## config.mk

```make
export PLATFORM = sky130hd
export DESIGN_NAME = muldiv_unit
export DESIGN_NICKNAME = d
export VERILOG_FILES = /design/src/rtl/muldiv_pkg.sv /design/src/rtl/muldiv_iter.sv /design/src/rtl/muldiv_unit.sv
export SDC_FILE = /design/constraint.sdc
export NUM_CORES = 1
export LEC_CHECK = 0
export ABC_CLOCK_PERIOD_IN_PS = 5500
export BUFFER_PORTS_ARGS = -buffer_cell sky130_fd_sc_hd__buf_4
export CAP_MARGIN = 20
export CELL_PAD_IN_SITES_DETAIL_PLACEMENT = 1
export CELL_PAD_IN_SITES_GLOBAL_PLACEMENT = 2
export CORE_AREA = 2 2 216 196
export DETAILED_ROUTE_END_ITERATION = 8
export DIE_AREA = 0 0 218 198
export HOLD_SLACK_MARGIN = 0.15
export PLACE_DENSITY = 0.81
export REMOVE_ABC_BUFFERS = 1
export SYNTH_ARGS = -nofsm -noshare
export SYNTH_HDL_FRONTEND = slang
export SYNTH_SLANG_ARGS = --single-unit
```

## constraint.sdc

```tcl
create_clock -name clk -period 5.5 [get_ports clk]
set_clock_uncertainty 0.2 [all_clocks]
set_input_delay 0.275 -clock clk [delete_from_list [all_inputs] [get_ports clk]]
set_output_delay 0.275 -clock clk [all_outputs]
set_load 0.02 [all_outputs]
```

## src/rtl/muldiv_pkg.sv

```systemverilog
// Shared definitions for the iterative multiply/divide unit: op encodings,
// FSM state type and counter sizing.
package muldiv_pkg;

    localparam logic [2:0] OP_MULT  = 3'b000;
    localparam logic [2:0] OP_MULTU = 3'b001;
    localparam logic [2:0] OP_DIV   = 3'b010;
    localparam logic [2:0] OP_DIVU  = 3'b011;
    localparam logic [2:0] OP_MTHI  = 3'b100;
    localparam logic [2:0] OP_MTLO  = 3'b101;

    typedef enum logic [1:0] {
        IDLE = 2'd0,
        CALC = 2'd1,
        FIX  = 2'd2
    } state_t;

    function automatic int cnt_width(input int w);
        return $clog2(w) + 1;
    endfunction

endpackage

```

## src/rtl/muldiv_iter.sv

```systemverilog
// Shared 2*WIDTH accumulator datapath: one shift-add (multiply) or one
// restoring shift-subtract (divide) step per enabled cycle.
module muldiv_iter
    import muldiv_pkg::*;
#(
    parameter int WIDTH = 32
) (
    input  logic               clk,
    input  logic               rst_n,
    input  logic               load_i,
    input  logic               step_i,
    input  logic               is_div_i,
    input  logic [WIDTH-1:0]   load_hi_i,
    input  logic [WIDTH-1:0]   load_lo_i,
    input  logic [WIDTH-1:0]   opnd_i,
    output logic [2*WIDTH-1:0] acc_o
);

    logic [2*WIDTH-1:0] acc_q, acc_d;
    logic [WIDTH-1:0]   opnd_q;
    logic [WIDTH:0]     lhs, rhs, sum;

    // Divide subtracts via inverted operand plus carry-in, sharing the adder.
    always_comb begin
        lhs = is_div_i ? acc_q[2*WIDTH-1:WIDTH-1] : {1'b0, acc_q[2*WIDTH-1:WIDTH]};
        rhs = is_div_i ? ~{1'b0, opnd_q} : {1'b0, opnd_q};
        sum = lhs + rhs + {{WIDTH{1'b0}}, is_div_i};
        if (is_div_i) begin
            if (!sum[WIDTH])
                acc_d = {sum[WIDTH-1:0], acc_q[WIDTH-2:0], 1'b1};
            else
                acc_d = {acc_q[2*WIDTH-2:0], 1'b0};
        end else begin
            if (acc_q[0])
                acc_d = {sum, acc_q[WIDTH-1:1]};
            else
                acc_d = {1'b0, acc_q[2*WIDTH-1:WIDTH], acc_q[WIDTH-1:1]};
        end
    end

    always_ff @(posedge clk or negedge rst_n) begin
        if (!rst_n) begin
            acc_q  <= '0;
            opnd_q <= '0;
        end else if (load_i) begin
            acc_q  <= {load_hi_i, load_lo_i};
            opnd_q <= opnd_i;
        end else if (step_i) begin
            acc_q  <= acc_d;
        end
    end

    assign acc_o = acc_q;

endmodule

```

## src/rtl/muldiv_unit.sv

```systemverilog
// MIPS HI/LO multiply/divide unit: FSM, sign handling and HI/LO registers.
// Define MULDIV_FAST_MUL_EN for a single-cycle multiplier; divide stays iterative.
module muldiv_unit
    import muldiv_pkg::*;
#(
    parameter int WIDTH = 32
) (
    input  logic             clk,
    input  logic             rst_n,
    input  logic             start,
    input  logic [2:0]       op,
    input  logic [WIDTH-1:0] a,
    input  logic [WIDTH-1:0] b,
    output logic             busy,
    output logic             done,
    output logic             div_by_zero,
    output logic [WIDTH-1:0] hi,
    output logic [WIDTH-1:0] lo
);

    localparam int CW = cnt_width(WIDTH);

    state_t             state_q;
    logic [CW-1:0]      cnt_q;
    logic               is_div_q, neg_res_q, neg_dvd_q, zero_q;
    logic               busy_q, done_q, dbz_q;
    logic [WIDTH-1:0]   hi_q, lo_q;

    logic               is_signed, is_mul, is_dv, accept, b_zero;
    logic [WIDTH-1:0]   abs_a, abs_b, load_hi, load_lo, opnd;
    logic [2*WIDTH-1:0] acc, prod_fix;
    logic [WIDTH-1:0]   quo_fix, rem_fix;

    always_comb begin
        is_signed = ~op[0];
        is_mul    = (op[2:1] == 2'b00);
        is_dv     = (op[2:1] == 2'b01);
        b_zero    = (b == '0);
        accept    = (state_q == IDLE) && start;
        abs_a     = (is_signed && a[WIDTH-1]) ? -a : a;
        abs_b     = (is_signed && b[WIDTH-1]) ? -b : b;
        opnd      = is_mul ? abs_a : abs_b;
        load_hi   = '0;
        load_lo   = is_mul ? abs_b : abs_a;
    end

`ifdef MULDIV_FAST_MUL_EN
    logic [2*WIDTH-1:0] prod_fast;
    always_comb begin
        prod_fast = {{WIDTH{1'b0}}, abs_a} * {{WIDTH{1'b0}}, abs_b};
    end
`endif

    muldiv_iter #(.WIDTH(WIDTH)) u_iter (
        .clk       (clk),
        .rst_n     (rst_n),
        .load_i    (accept && (is_mul || is_dv)),
        .step_i    (state_q == CALC),
        .is_div_i  (is_div_q),
`ifdef MULDIV_FAST_MUL_EN
        .load_hi_i (is_mul ? prod_fast[2*WIDTH-1:WIDTH] : load_hi),
        .load_lo_i (is_mul ? prod_fast[WIDTH-1:0] : load_lo),
`else
        .load_hi_i (load_hi),
        .load_lo_i (load_lo),
`endif
        .opnd_i    (opnd),
        .acc_o     (acc)
    );

    always_comb begin
        prod_fix = neg_res_q ? -acc : acc;
        quo_fix  = neg_res_q ? -acc[WIDTH-1:0] : acc[WIDTH-1:0];
        rem_fix  = neg_dvd_q ? -acc[2*WIDTH-1:WIDTH] : acc[2*WIDTH-1:WIDTH];
    end

    always_ff @(posedge clk or negedge rst_n) begin
        if (!rst_n) begin
            state_q   <= IDLE;
            cnt_q     <= '0;
            is_div_q  <= 1'b0;
            neg_res_q <= 1'b0;
            neg_dvd_q <= 1'b0;
            zero_q    <= 1'b0;
            busy_q    <= 1'b0;
            done_q    <= 1'b0;
            dbz_q     <= 1'b0;
            hi_q      <= '0;
            lo_q      <= '0;
        end else begin
            done_q <= 1'b0;
            dbz_q  <= 1'b0;
            case (state_q)
                IDLE: begin
                    if (start) begin
                        if (op == OP_MTHI) begin
                            hi_q <= a;
                        end else if (op == OP_MTLO) begin
                            lo_q <= a;
                        end else if (is_mul || is_dv) begin
                            is_div_q  <= is_dv;
                            neg_res_q <= is_signed && (a[WIDTH-1] ^ b[WIDTH-1]);
                            neg_dvd_q <= is_signed && a[WIDTH-1];
                            zero_q    <= is_dv && b_zero;
                            cnt_q     <= '0;
                            busy_q    <= 1'b1;
`ifdef MULDIV_FAST_MUL_EN
                            state_q   <= (is_mul || b_zero) ? FIX : CALC;
`else
                            state_q   <= (is_dv && b_zero) ? FIX : CALC;
`endif
                        end
                    end
                end
                CALC: begin
                    cnt_q <= cnt_q + 1'b1;
                    if (cnt_q == CW'(WIDTH - 1))
                        state_q <= FIX;
                end
                FIX: begin
                    if (!zero_q) begin
                        if (is_div_q) begin
                            hi_q <= rem_fix;
                            lo_q <= quo_fix;
                        end else begin
                            hi_q <= prod_fix[2*WIDTH-1:WIDTH];
                            lo_q <= prod_fix[WIDTH-1:0];
                        end
                    end
                    done_q  <= 1'b1;
                    dbz_q   <= zero_q;
                    busy_q  <= 1'b0;
                    state_q <= IDLE;
                end
                default: state_q <= IDLE;
            endcase
        end
    end

    assign busy        = busy_q;
    assign done        = done_q;
    assign div_by_zero = dbz_q;
    assign hi          = hi_q;
    assign lo          = lo_q;

endmodule

```

Word-level counts from Yosys, hierarchy flattened
Cells that the tools add are included.
Word-level totals
  input bits: 70
  memory bits (read-only): 0
  memory bits (writable): 0
  memories kept: 0
  bits in latches: 0
  register bits after elaboration: 175
Operators by class
  order comparisons: 0
  equal/unequal tests: 14
  div/mod/pow operators: 0
  bitwise gates (word level): 5
  multipliers: 0
  reduce and logical (&&, ||, !) cells: 19
  shift operators: 0
  multiplexer cells: 44
  add/sub/neg operators: 8
Operator list (number)
  32-bit 2-to-1 mux: 15
  64-bit 2-to-1 mux: 6
  32-bit negation: 4
  32-bit case mux with 2 select lines: 2
  33-bit 2-to-1 mux: 2
  64-bit negation: 1
  33-bit by 1-bit adder with 33-bit output: 1
  33-bit adder: 1
  32-bit inverter with 33-bit output: 1
  32-bit zero test: 1
  5-bit AND reduction: 5
  6-bit 2-to-1 mux: 4
  2-bit 2-to-1 mux: 6
  6-bit case mux with 2 select lines: 1
  2-bit inequality test, second input constant: 5
  6-bit by 1-bit adder with 6-bit output, second input constant: 1
  3-bit == test, second input constant: 2
  6-bit by 5-bit == test with 1-bit output, second input constant: 1
  1-bit logical AND: 6
  1-bit 2-to-1 mux: 6
  2-bit by 1-bit inequality test with 1-bit output, second input constant: 3
  2-bit nonzero test: 3
  2-bit by 1-bit == test with 1-bit output, second input constant: 2
  2-bit zero test: 2
  other kinds (7): 9

Depth between registers and ports, before layout
Gate-level depths: netlist (run 1).
  depth in word-level cells: 8
  depth in mapped cells: 17

By module
From an unflattened synthesis (run 1), not the netlist that was laid out.
Unflattened totals
  cell total of the unflattened synthesis: 1843
  area total of the unflattened synthesis: 15112.0 um^2
By module, submodules not included
  muldiv_iter: cells each 960, sequential area each 2402.3 um^2, instances 1, area an instance 8047.7 um^2
  muldiv_unit: cells each 883, sequential area each 1976.9 um^2, instances 1, area an instance 7064.3 um^2

Worst setup path before layout (run 1)
No wires, ideal clock.
  path kind: flip-flop to flip-flop
  start point: register is_div_q
  end point: register u_iter.acc_q[49], in the netlist u_iter.acc_o[49]
  arrival time: 4.347 ns
  setup slack: 0.829 ns
  period minus slack after synthesis: 4.671 ns
  stages on the path, launching flop included: 17
  buffers on the path: 6
  path through: dfrtp_1 > buf_2 > clkbuf_1 > clkbuf_1 > clkbuf_1 > mux2_2 > ha_1 > clkbuf_2 > nand4_1 > nor4_2 > nand4_1 > and3_4 > a2111oi_4 > or3_1 > buf_4 > mux2_2 > a211o_1
Between the ends
  word-level cells in the longest chain between the ends: 7
  elaborated cells between the ends (all ways): 9
  classes of those cells: add/sub (2); mux (7)
Ends and longest elaborated chain
  start, declared: RTL line muldiv_unit.sv:25  | logic is_div_q, neg_res_q, neg_dvd_q, zero_q;
  start signal, assigned: RTL line muldiv_unit.sv:101  | is_div_q <= is_dv;
  33-bit 2-to-1 mux, on equally long branches: RTL line muldiv_iter.sv:25, muldiv_iter.sv:26
  33-bit adder: RTL line muldiv_iter.sv:27  | sum = lhs + rhs + {{WIDTH{1'b0}}, is_div_i};
  33-bit by 1-bit adder with 33-bit output: RTL line muldiv_iter.sv:27
  64-bit 2-to-1 mux, on equally long branches: RTL line muldiv_iter.sv:34, muldiv_iter.sv:29
  64-bit 2-to-1 mux *: RTL line muldiv_iter.sv:28  | if (is_div_i) begin
  64-bit 2-to-1 mux *: RTL line muldiv_iter.sv:48  | end else if (step_i) begin
  64-bit 2-to-1 mux *: RTL line muldiv_iter.sv:45  | end else if (load_i) begin
  end signal, assigned: RTL line muldiv_iter.sv:46  | acc_q <= {load_hi_i, load_lo_i};
  end, declared: RTL line muldiv_iter.sv:19  | logic [2*WIDTH-1:0] acc_q, acc_d;
Mark *: on every way between the ends. The rest lies on a longest branch, timed or not. The select of a mux whose other input is x is not followed.
A chain may end at the register's enable or synchronous reset.

Final worst setup path (run 1)
Ends and elaborated chain as after synthesis.

==> impl_metrics.yaml, run 1 <==
outcome:
  status: "finished, final reports clean"
global_route:
  grtUsageTotal_pct: 27.7
  antenna_found_initial: 0
  grt_pass1_wl_um: 91600
  grt_max_degree: 114
  grt_pass1_vias: 15100
  gr-total-overflow: 0
min_path:
  hold_path.class: "input pin to async pin"
synthesis:
  synth_seq_cells: 175
  syn_avg_cell_area_um2: 7.97
  synthArstFlopShare_pct: 100
  ys.warnings.count: 0
  ys.flop_type: "dfrtp_1"
  netlist_instances: 1830
  ys_top_cells_by_area: "dfrtp_1, xor2_1, nand2_1"
  synth_common_cells: "nand2_1, nor2_1, dfrtp_1"
  synthesis.area_um2: 14600
  yosysMostFrequentCell: "nand2_1"
  yosysTopAreaCell: "dfrtp_1"
  synth_top_area_share_pct: 30.0
  synth.distinct_cells: 79
  synth_seq_area_share_pct: 30.0
  synth_edf_count: 0
clocking:
  cts_buffers: 17
  cts_tree: "done"
  cts_sinks: 175
  post_cts_resized: 0
  cts_htree_levels: 4
  clock_latency_ns: 0.48
  clk_transition_reported_paths_ns: 0.08
  root_buffer: "clkbuf_16"
  clockBufferDepth: 2
critical_path:
  crit_required_ns: 5.67
  cp.arrival_ns: 5.21
  end_kind: "flip-flop"
  cp-start-kind: "flip-flop"
  criticalPathCategory: "flip-flop to flip-flop"
  cp_max_fo: 63
timing:
  setup_viol: 0
  slew_headroom_pct: 24.8
  tightest_slew_ns: 1.12
  fin_crit_sh_pct: 91.7
  max_freq_mhz: 198
  rsz0062_at_grt: "no"
  hold_violations: 0
  maxSlewViolCount: 0
  period_needed_ns: 5.04
layout:
  instances_no_fill: 2510
  drive_gt1_share_pct: 13.7
  synthToLayoutAreaGrowth_pct: 19.4
  design_area_um2: 17400
  nets: 2056
floorplan:
  rows: 71
  die_h_um: 198
  ios: 137
  initial_core_util_pct: 35.4
  design.die.area_um2: 43200
  core_area_um2: 41200
  die_w_um: 218
route:
  wl_per_cell_um: 23.6
  vias: 14800
  ant_nets: 0
  drc: 0
  drtPass1Iterations: 6
  vias_per_cell: 5.88
  drt_iter0_drc: 1077
  wl_um: 59300
place:
  dpl.cell_count: 2402
  postPlaceCellArea_um2: 16000
  port-buffer-count: 136
  routabilityCongestion: 0.930
  hpwl_um: 42900
run:
  cap_viol_max_count: 0
state kept, by name, summed over array words and instances, names as in the netlist:
register / cells
hi: 32
u_iter.acc_o: 64
u_iter.opnd_q: 32
neg_res_q: 1
is_div_q: 1
cnt_q: 6
div_by_zero: 1
zero_q: 1
state_q: 2
busy: 1
lo: 32
done: 1
neg_dvd_q: 1
repair_timing:
action,in CTS,in global routing
hold buffers,74,0
endpoints found under the hold margin,180,0
buffers inserted,0,0
cell type report:
cell class,instances,area [um^2]
clock inverter,13,161
antenna,1,2.50
multi-input combinational,1482,9560
sequential,175,4380
tap,547,684
inverter,27,101
clock buffer,19,453
fill,4968,23800
timing repair buffer,246,2070
cells in the final DEF (no fill, tap or decap), types with 6 or more instances in the layout:
cell / Yosys / routed
a211oi_1: 12 / 12
a21o_1: 21 / 21
a21oi_1: 140 / 140
a221oi_1: 8 / 8
a22oi_1: 7 / 7
a31oi_1: 10 / 10
a32o_1: 6 / 6
and2_1: 8 / 8
and3_1: 6 / 6
buf_4: 4 / 169
clkbuf_16: 0 / 17
dfrtp_1: 175 / 174
dlygate4sd3_1: 0 / 74
ha_1: 36 / 36
inv_1: 26 / 26
mux2_2: 36 / 36
mux2i_1: 77 / 77
nand2_1: 232 / 231
nand2b_1: 16 / 13
nand3_1: 24 / 24
nand4_1: 11 / 11
nor2_1: 194 / 192
nor2b_1: 9 / 9
nor3_1: 30 / 29
nor4_1: 16 / 16
nor4b_1: 6 / 6
o211ai_1: 16 / 16
o21ai_0: 151 / 151
o221ai_1: 47 / 47
o31ai_1: 50 / 50
o41ai_1: 15 / 15
or3_1: 24 / 24
or4_1: 11 / 11
xnor2_1: 80 / 80
xor2_1: 102 / 102
critical path, stage by stage, from the launching register on:
cell and delay, ns:
dfrtp_4 0.99, buf_4 0.33, mux2_2 0.35, ha_1 0.39, o21ai_1 0.35, a21oi_1 0.14
a221oi_2 0.53, nand2_1 0.11, nor3_1 0.32, or3_1 0.20, buf_4 0.32, mux2_2 0.38
a211o_1 0.29
final timing paths:
path / from / end / slack, ns / depth (start not counted)
worst max-delay path: is_div_q / u_iter.acc_o[49] / 0.46 / 12
worst min-delay path: rst_n / hi[10] / 0.15 / 2
worst max register to register: is_div_q / u_iter.acc_o[49] / 0.46 / 12
worst min register to register: hi[6] / hi[6] / 0.28 / 2
max in group asynchronous: rst_n / state_q[1] / 3.85 / 3
min in group clk: a[17] / hi[17] / 0.17 / 5
metal layers:
metal	global-route usage [%]	wire, um
met1	37.4	27300
met2	45.2	27500
met3	5.16	3120
met4	7.94	1390
met5	0	0
stage by stage:
stage          TNS (ns)  worst slack, ns  util (%)  hold WS [ns]
2_1_floorplan    -51.21            -1.92         -        -0.221
3_3_place_gp          0            0.628      38.9         0.103
3_5_place_dp          0            0.538      38.9         0.108
4_1_cts               0            0.504      42.2         0.155
5_1_grt               0            0.173      42.2         0.183
6_report              0            0.458      42.2         0.151
cell families (layout without fill, tap and decap cells):
| group | after synthesis | after routing | synth area share (%) |
|---|---|---|---|
| AOI/OAI and AO/OA | 533 | 533 | 23.6 |
| xor gates and xnor gates | 182 | 182 | 10.9 |
| adders and majority gates | 37 | 37 | 3.22 |
| buffers and inverters | 173 | 305 | 4.68 |
| DFF | 175 | 175 | 30.0 |
| muxes | 113 | 113 | 8.06 |
| other | 0 | 1 | 0 |
| and+or+nand+nor | 617 | 617 | 19.5 |
Power of run 1 is left out: the tool's default activity adds up to more than one toggle a clock period on the data nets, which glitch-free logic cannot reach.
==> run 2: changes to the inputs <==
==> constraint.sdc (replaced) <==
create_clock -name clk -period 5.5 [get_ports clk]
set_clock_uncertainty 0.2 [all_clocks]
set_input_delay 0.825 -clock clk [delete_from_list [all_inputs] [get_ports clk]]
set_output_delay 0.825 -clock clk [all_outputs]
set_load 0.02 [all_outputs]
==> impl_metrics.yaml, run 2 (synthesis gave the netlist of run 1 again) <==
outcome:
  status: "finished, final reports clean"
layout:
  n_fill_cell: 5033
  utilization_pct: 40.4
  final_common_cell: "nand2_1"
  regArea_um2: 4380
  n_antenna_cell: 0
  drive_gt1_share_pct: 14.4
  synthToLayoutAreaGrowth_pct: 14.1
  largest_reg_flops: 64
  nets: 1986
  final_cell_mix: "nand2_1, nor2_1, dfrtp_1, buf_4, o21ai_0"
  multiInputGateArea_um2: 9560
route:
  ant_nets: 0
  drtPass1Iterations: 5
  vias_per_cell: 5.95
  drc: 0
  drt_iter0_drc: 1079
  vias: 14500
  wl_per_cell_um: 23.9
  wl_um: 58300
place:
  place_ws_ns: 0.692
  hpwl_um: 44000
  port-buffer-count: 136
  routabilityCongestion: 0.875
critical_path:
  end_kind: "flip-flop"
  crit_required_ns: 5.66
  cp_num_buf_inv: 1
  crit_path_max_incr_delay_ns: 0.81
  critPathLaunch: "is_div_q"
  path_cells: "mux2_2, ha_1, nand4_1, nor4_2, nand4_1, and3_4, a2111oi_4, or3_1, buf_12, mux2_2, a211o_1"
  cp-start-kind: "flip-flop"
  criticalPathCategory: "flip-flop to flip-flop"
  reg2regPathDepth: 11
  cp.arrival_ns: 5.05
  crit_cells: 11
  r2r_end: "u_iter.acc_o[49]"
  reg2reg_slack_ns: 0.61
  cp_max_fo: 41
  r2r_start: "is_div_q"
  crit_family: "simple AND/OR/NAND/NOR gates"
  slowest_stage: "dfrtp_4"
  endpoint: "u_iter.acc_o[49]"
timing:
  tightest_slew_ns: 1.20
  setup_viol: 0
  max_freq_mhz: 204
  rsz0062_at_grt: "no"
  hold_ws_ns: 0.274
  hold_violations: 0
  period_needed_ns: 4.89
  fin_ws_ns: 0.607
  maxSlewViolCount: 0
  fin_crit_sh_pct: 89.0
  slew_headroom_pct: 19.7
  finalSetupTns_ns: 0
clocking:
  cts_htree_levels: 4
  clockBufferDepth: 2
  cts_hold_buf: 0
  clock_latency_ns: 0.47
  cts_sinks: 175
  root_buffer: "clkbuf_16"
  cts_setup_buffers: 0
  post_cts_resized: 0
  cts_tree: "done"
  clk_transition_reported_paths_ns: 0.07
  cts_buffers: 17
floorplan:
  rows: 71
  initial_core_util_pct: 35.4
  core_area_um2: 41200
  ios: 137
  design.die.area_um2: 43200
  die_h_um: 198
  die_w_um: 218
run:
  cap_viol_max_count: 0
global_route:
  grtUsageTotal_pct: 27.1
  gr-total-overflow: 0
  grt_pass1_vias: 14600
  grt_max_degree: 112
  grt_pass1_wl_um: 89400
  antenna_found_initial: 0
min_path:
  hold_path.class: "input pin to async pin"
-- run 2: changes by cell type in the layout (fill, tap and decap cells not counted) --
cell,delta
clkinv_4,+1
clkinvlp_4,-1
buf_12,+1
dlygate4sd3_1,-74
diode_2,-1
buf_4,+4
bufinv_16,-2
inv_6,+1
buf_16,-1
-- run 2: worst min path at each step --
stage | from | end | slack, ns | cells after the start
after global routing | lo[26] | lo[26] | 0.30 | 2
final | rst_n | hi[9] | 0.27 | 1
after CTS | hi[8] | hi[8] | 0.29 | 2
after detailed placement | lo[12] | lo[12] | 0.27 | 1
after floorplan | u_iter.opnd_q[10] | u_iter.opnd_q[10] | 0.26 | 2
after global placement | lo[25] | lo[25] | 0.26 | 1
-- run 2: worst register-to-register path, delay by kind of cell (launching register included) --
| kind | cells | cell delay, ns |
|---|---|---|
| DFF | 1 | 0.81 |
| buffers and inverters | 1 | 0.24 |
| and+or+nand+nor | 5 | 1.52 |
| AOI/OAI and AO/OA | 2 | 0.69 |
| adders and majority gates | 1 | 0.52 |
| muxes | 2 | 0.80 |
-- run 2: metal layers --
metal | vias up | wire length (um) | track usage (%)
li1 | 6693 | - | -
met1 | 7344 | 27000 | 37.5
met2 | 415 | 27300 | 44.6
met3 | 49 | 3130 | 4.25
met4 | 0 | 799 | 5.42
met5 | - | 0 | 0
-- run 2: final cells by class --
cell class,instances,area share (%)
clock inverters,12,0.669
clock buffers,19,2.72
flip-flops and latches,175,26.3
well taps,547,4.11
repair buffers,176,8.13
multi-input cells,1482,57.4
inverters,27,0.609
-- run 2: stage by stage --
step	instances	cell area [um^2]
5_1_grt	2438	16600
3_3_place_gp	2406	16100
6_report	2438	16600
4_1_cts	2437	16600
2_1_floorplan	1684	14000
3_5_place_dp	2406	16100
Power of run 2 is left out for the same reason.
